## src/rtl/bcd_pkg.sv

```systemverilog
// Shared definitions for the sequential double-dabble BCD converter:
// FSM state encodings, add-3 rule constants, default widths and the
// iteration-counter width helper.
package bcd_pkg;

    typedef enum logic [1:0] {
        ST_IDLE  = 2'd0,
        ST_SHIFT = 2'd1,
        ST_DONE  = 2'd2
    } state_t;

    localparam logic [3:0] BCD_ADJ_THRESH = 4'd5;
    localparam logic [3:0] BCD_ADJ_ADD    = 4'd3;

    localparam int BIN_W_DEF  = 13;
    localparam int DIGITS_DEF = 4;

    // Bits needed to count 0..w-1, never less than one.
    function automatic int cnt_width(input int w);
        return (w > 1) ? $clog2(w) : 1;
    endfunction

    localparam int CNT_W_DEF = cnt_width(BIN_W_DEF);

endpackage

```

## src/rtl/bcd_digit_adj.sv

```systemverilog
// One BCD digit correction cell: a digit of 5 or more gets 3 added so the
// following left shift carries correctly into the next decimal digit.
// The result never exceeds 4 bits for a legal BCD input (max 9+3 = 12).
module bcd_digit_adj
    import bcd_pkg::*;
(
    input  logic [3:0] digit,
    output logic [3:0] adjusted
);

    // Conditional add-3; no carry out is needed.
    always_comb begin
        adjusted = digit;
        if (digit >= BCD_ADJ_THRESH) begin
            adjusted = digit + BCD_ADJ_ADD;
        end
    end

endmodule

```

## src/rtl/bcd_convert_seq.sv

```systemverilog
// Sequential shift-and-add-3 binary-to-BCD converter with a start/done
// handshake. One shift per cycle; digit outputs are updated atomically on
// the DONE edge so the downstream display driver never sees partial data.
// Optional macro BCD_AUTO_START_EN: also launch a conversion whenever the
// binary input differs from the last converted value.
module bcd_convert_seq
    import bcd_pkg::*;
#(
    parameter int BIN_W  = BIN_W_DEF,
    parameter int DIGITS = DIGITS_DEF
)
(
    input  logic             i_CLK,
    input  logic             i_RST,
    input  logic             i_Start,
    input  logic [BIN_W-1:0] i_Binary,
    output logic             o_Busy,
    output logic             o_Done,
    output logic [3:0]       o_Thousands,
    output logic [3:0]       o_Hundreds,
    output logic [3:0]       o_Tens,
    output logic [3:0]       o_Ones
);

    localparam int SCR_W = DIGITS * 4;
    localparam int CNT_W = cnt_width(BIN_W);

    state_t                   state_reg, state_next;
    logic [BIN_W-1:0]         shift_reg, shift_next;
    logic [SCR_W-1:0]         scratch_reg, scratch_next;
    logic [SCR_W-1:0]         adjusted;
    logic [SCR_W+BIN_W-1:0]   shifted;
    logic [CNT_W-1:0]         count_reg, count_next;
    logic                     busy_reg, busy_next;
    logic                     done_reg, done_next;
    logic [SCR_W-1:0]         result_reg, result_next;
    logic                     start;

    genvar gi;
    generate
        for (gi = 0; gi < DIGITS; gi++) begin : g_adj
            bcd_digit_adj u_adj (
                .digit    (scratch_reg[gi*4 +: 4]),
                .adjusted (adjusted[gi*4 +: 4])
            );
        end
    endgenerate

`ifdef BCD_AUTO_START_EN
    logic [BIN_W-1:0] last_reg;

    // Remember the value taken by the most recent accepted conversion.
    always_ff @(posedge i_CLK) begin
        if (i_RST) begin
            last_reg <= '1;
        end else if (state_reg == ST_IDLE && start) begin
            last_reg <= i_Binary;
        end
    end

    assign start = i_Start | (i_Binary != last_reg);
`else
    assign start = i_Start;
`endif

    // Adjusted scratch concatenated with the binary bits, shifted left once;
    // the bit leaving the top digit is dropped.
    assign shifted = {adjusted, shift_reg} << 1;

    // State and datapath register update.
    always_ff @(posedge i_CLK) begin
        if (i_RST) begin
            state_reg   <= ST_IDLE;
            shift_reg   <= '0;
            scratch_reg <= '0;
            count_reg   <= '0;
            busy_reg    <= 1'b0;
            done_reg    <= 1'b0;
            result_reg  <= '0;
        end else begin
            state_reg   <= state_next;
            shift_reg   <= shift_next;
            scratch_reg <= scratch_next;
            count_reg   <= count_next;
            busy_reg    <= busy_next;
            done_reg    <= done_next;
            result_reg  <= result_next;
        end
    end

    // Next-state and next-datapath logic for IDLE -> SHIFT x BIN_W -> DONE.
    always_comb begin
        state_next   = state_reg;
        shift_next   = shift_reg;
        scratch_next = scratch_reg;
        count_next   = count_reg;
        busy_next    = busy_reg;
        done_next    = 1'b0;
        result_next  = result_reg;
        case (state_reg)
            ST_IDLE: begin
                if (start) begin
                    shift_next   = i_Binary;
                    scratch_next = '0;
                    count_next   = '0;
                    busy_next    = 1'b1;
                    state_next   = ST_SHIFT;
                end
            end
            ST_SHIFT: begin
                scratch_next = shifted[SCR_W+BIN_W-1 -: SCR_W];
                shift_next   = shifted[BIN_W-1:0];
                count_next   = count_reg + 1'b1;
                if (count_reg == CNT_W'(BIN_W - 1)) begin
                    state_next = ST_DONE;
                end
            end
            ST_DONE: begin
                result_next = scratch_reg;
                done_next   = 1'b1;
                busy_next   = 1'b0;
                state_next  = ST_IDLE;
            end
            default: begin
                state_next = ST_IDLE;
            end
        endcase
    end

    assign o_Busy      = busy_reg;
    assign o_Done      = done_reg;
    assign o_Thousands = result_reg[15:12];
    assign o_Hundreds  = result_reg[11:8];
    assign o_Tens      = result_reg[7:4];
    assign o_Ones      = result_reg[3:0];

endmodule

```

## config.mk

```make
export PLATFORM = sky130hd
export DESIGN_NAME = bcd_convert_seq
export DESIGN_NICKNAME = d
export VERILOG_FILES = /design/src/rtl/bcd_pkg.sv /design/src/rtl/bcd_digit_adj.sv /design/src/rtl/bcd_convert_seq.sv
export SDC_FILE = /design/constraint.sdc
export NUM_CORES = 1
export LEC_CHECK = 0
export ABC_AREA = 1
export BUFFER_PORTS_ARGS = -buffer_cell sky130_fd_sc_hd__buf_2
export CAP_MARGIN = 20
export CORE_UTILIZATION = 44
export DETAILED_ROUTE_END_ITERATION = 6
export PLACE_DENSITY = 0.62
export SYNTH_ARGS = -nofsm -noshare
export SYNTH_HDL_FRONTEND = slang
export SYNTH_HIERARCHICAL = 1
export SYNTH_SLANG_ARGS = --single-unit
export TNS_END_PERCENT = 1
```

## constraint.sdc

```tcl
create_clock -name i_CLK -period 1.5 [get_ports i_CLK]
set_input_delay 0.3 -clock i_CLK [delete_from_list [all_inputs] [get_ports i_CLK]]
set_output_delay 0.3 -clock i_CLK [all_outputs]
set_load 0.01 [all_outputs]
```

Yosys cells after proc, flatten, opt, wreduce, memory -nomap -nowiden

Cells that the tools add are included.

Word-level logic and storage cells: 43
Bits in registers: 53
Output and inout port bits: 18
Input bits: 16

Mux-type cells: 16
Equal/unequal tests: 5
$lt $le $gt $ge: 4
Reductions and logical operators: 6
Add/subtract/negate cells: 5

Operator list:

| cell                                                               | count |
|---|---|
| case mux 16 bit (2 select lines)                                   | 1 |
| case mux 13 bit (2 select lines)                                   | 1 |
| greater-or-equal comparator 4 x 3 -> 1 bit (second input constant) | 4 |
| two-way mux 16 bit                                                 | 1 |
| two-way mux 4 bit                                                  | 4 |
| two-way mux 13 bit                                                 | 1 |
| adder 4 x 2 -> 4 bit (second input constant)                       | 3 |
| case mux 4 bit (2 select lines)                                    | 1 |
| AND reduction 2 bit                                                | 3 |
| adder 4 x 1 -> 4 bit (second input constant)                       | 1 |
| == test 4 bit (second input constant)                              | 1 |
| two-way mux 2 bit                                                  | 2 |
| != test 2 bit (second input constant)                              | 2 |
| case mux 2 bit (2 select lines)                                    | 1 |
| nonzero test 2 bit                                                 | 2 |
| adder 3 x 2 -> 3 bit (second input constant)                       | 1 |
| two-way mux 3 bit                                                  | 1 |
| == test 2 x 1 -> 1 bit (second input constant)                     | 1 |
| == test 2 bit (second input constant)                              | 1 |
| logical NOT 2 bit                                                  | 1 |
| two-way mux 1 bit                                                  | 2 |
| case mux 1 bit (2 select lines)                                    | 1 |

Depth between registers and ports, before layout

Depth after elaboration: 3
Gate-level depth with buffers: 9

Cells and area by module

Netlist, hierarchy kept.

Modules (own cells, without submodules):

| module          | area an instance (µm²) | times used | cells each | sequential area each (µm²) |
|---|---|---|---|---|
| bcd_convert_seq | 2,137.0                | 1          | 295        | 1,061.0 |
| bcd_digit_adj   | 135.1                  | 4          | 23         | 0.0 |

Worst setup path before layout

OpenSTA, ideal clock, no wires.

Kind: register to register
Start: register scratch_reg[0]
End: register scratch_reg[2]
Path buffers: 0
Cell stages (with the launch flop): 9
Arrival: 1,093 ps
Path slack: 275 ps
Library setup time: 132 ps
Data required time: 1,368 ps
Clock period less this slack: 1,225 ps
Path through: dfxtp_1 -> inv_1 -> ha_1 -> nor2_4 -> nor2_4 -> nand2_1 -> o21ai_2 -> nand2_1 -> a21oi_1

Word-level cells in the longest chain between the ends: 3

RTL lines:

| what                                                                                      | line                                     | source |
|---|---|---|
| start, declared                                                                           | bcd_convert_seq.sv:30                    | `logic [SCR_W-1:0] scratch_reg, scratch_next;` |
| start signal, assigned                                                                    | bcd_convert_seq.sv:83                    | `scratch_reg <= scratch_next;` |
| adder 4 x 2 -> 4 bit / greater-or-equal comparator 4 x 3 -> 1 bit (equally long branches) | bcd_digit_adj.sv:15, bcd_digit_adj.sv:14 |  |
| two-way mux 4 bit (*)                                                                     | bcd_digit_adj.sv:14                      | `if (digit >= BCD_ADJ_THRESH) begin` |
| net adjusted[1]                                                                           | bcd_convert_seq.sv:31                    | `logic [SCR_W-1:0] adjusted;` |
| case mux 16 bit (2 select lines) (*)                                                      | bcd_convert_seq.sv:100                   | `case (state_reg)` |

The timed path passes the listed nets; every way through them passes the cells marked *.
A chain may end at the register's enable or synchronous reset.

Final worst setup path

Start: register scratch_reg[9]
End: register scratch_reg[10]

The elaborated chain is that of the path after synthesis.

==> results_dict.tcl <==
set metrics [dict create \
    routed_wl_um 5330 \
    place_hpwl_um 3570 \
    wl_met3_um 199 \
    wl_met2_um 2380 \
    grt_max_degree 28 \
    synth_fp_nets 408 \
    areaGrowthSynthToFinish_pct 14.1 \
    finalSetupViolCount 0 \
    place.gp.congestion 0.854 \
    crit_required_ns 1.73 \
    fillers 568 \
    dr.first_iter.drc_count 123 \
    grt_pass1_wl_um 9320 \
    finalClockSkew_ns 0.00528 \
    drc 0 \
    fin_crit_ns 1.39 \
    cts_tree "built" \
    cts_root_buffer "clkbuf_8" \
    multi_input_area_sq_mm 0.00133 \
    pre_cts_ws_ns 0.126 \
    avgViaCountPerCell 4.72 \
    dr.max_layer_used "met4" \
    crit_path_start_kind "flop" \
    fmax_mhz 720 \
    synthCells 382 \
    clk_path_buf_depth 2 \
    slew_headroom_pct 78.4 \
    port_buffers 33 \
    register_area_sq_mm 0.00106 \
    gr-usage-all-layers_pct 18.6 \
    grt_overflow_total 0 \
    irDropWorstVdd_uv 415 \
    worstSetupPathType "flop to flop" \
    clkLatencyLatePin_ns 0.30 \
    leakage_nw 1.42 \
    final.setup.worst_slack_ns 0.111 \
    synth_area_per_cell_sq_um 6.94 \
    fp.dieH_um 79.6 \
    final_hold_viol_count 0 \
    dr.pass1.iters 4 \
    num_rows 27 \
    die-area_sq_mm 0.00634 \
    antennaDiodeCount 0 \
    power.density_mw_per_mm2 900 \
    final_nets 441 \
    syn_area_sq_mm 0.00265 \
    grt_setup_unrepaired "no" \
    drive_above_1_share_pct 19.0 \
    wire_per_inst_um 10.9 \
    htreeDepth 2 \
    fp.dieW_um 79.6 \
    worst-path-max-fanout 5 \
    cts_hold_buf 0 \
    vias 2303 \
    numClockSinks 53 \
    first_global_vias 2122 \
    max_slew.worst_pin.slew_ns 0.323 \
    drtAntennaViolNets 0 \
    arrival_ns 1.62 \
    path_clk_slew_ns 0.09 \
    yosys_warnings 6 \
    start_util_pct 47.0 \
    antenna_found_initial 0 \
    cap_violations 0 \
    pin_count 34 \
    end_kind "flop" \
    cts_resized 0 \
    hold_path_class "input pin to flop" \
    m1WireLength_um 2710 \
    drv_slew 0 \
    min_period_over_period_pct 92.6 \
    cts_made_buffers 5 \
    tns_ns 0 \
    status "completed" \
    core_sq_mm 0.00564 \
    post-cts-setup-buffers 0 \
]
## final timing paths
path | from | end | slack (ns) | cells after the start
worst max register to register | scratch_reg[9]$_SDFFE_PP0P_ | scratch_reg[10]$_SDFFE_PP0P_ | 0.11 | 9
worst min register to register | result_reg[0]$_SDFFE_PP0P_ | result_reg[0]$_SDFFE_PP0P_ | 0.47 | 2
worst max-delay path | scratch_reg[9]$_SDFFE_PP0P_ | scratch_reg[10]$_SDFFE_PP0P_ | 0.11 | 9
worst min-delay path | i_Binary[0] | shift_reg[0]$_SDFFE_PP0P_ | 0.29 | 3
## critical path, cell delays in order (launching register included)
cell,delay [ns]
dfxtp_1,0.41
inv_1,0.10
ha_1,0.19
nand2_1,0.08
nand2_2,0.07
nor2_4,0.13
nand2_1,0.09
o21ai_2,0.06
nand2_1,0.06
a21oi_1,0.14
## routing by layer
layer,vias up,track usage [%]
met5,-,0
met3,4,3.43
met4,0,5.45
met1,1017,23.9
met2,38,31.5
li1,1244,-
## cell usage in the layout (no fill, tap or decap), drive strengths merged
cell type    n
o21bai       1
nand3       36
inv         48
clkbuf       7
ha          10
o21ai       13
bufinv       1
a21oi       23
buf         42
dfxtp       53
nor2        41
nand3b      12
nand2      129
## area by class of cell
cell class / instances / area share (%)
Sequential cell: 53 / 35.2
Tap cell: 72 / 2.98
Inverter: 48 / 5.96
Multi-Input combinational cell: 265 / 43.9
Clock inverter: 1 / 0.993
Clock buffer: 7 / 2.85
Timing Repair Buffer: 42 / 8.11
## power breakdown
group / internal (W) / switching [W] / leakage (nW)
sequential: 0.00145 / 0.0000165 / 0.432
combinational: 0.000102 / 0.000168 / 0.925
clock: 0.000544 / 0.000442 / 0.0585
## per-stage QoR
step	instances	hold WS, ns	power (W)	instance area, sq um	util [%]
2_1_floorplan	382	0.436	0.00169	2650	-
3_3_place_gp	480	0.444	0.00177	2910	51.5
3_5_place_dp	480	0.453	0.00177	2910	51.5
4_1_cts	488	0.288	0.00276	3020	53.6
5_1_grt	488	0.295	0.00286	3020	53.6
6_report	488	0.292	0.00272	3020	53.6
Note: power is estimated with default switching activity, not from simulation.
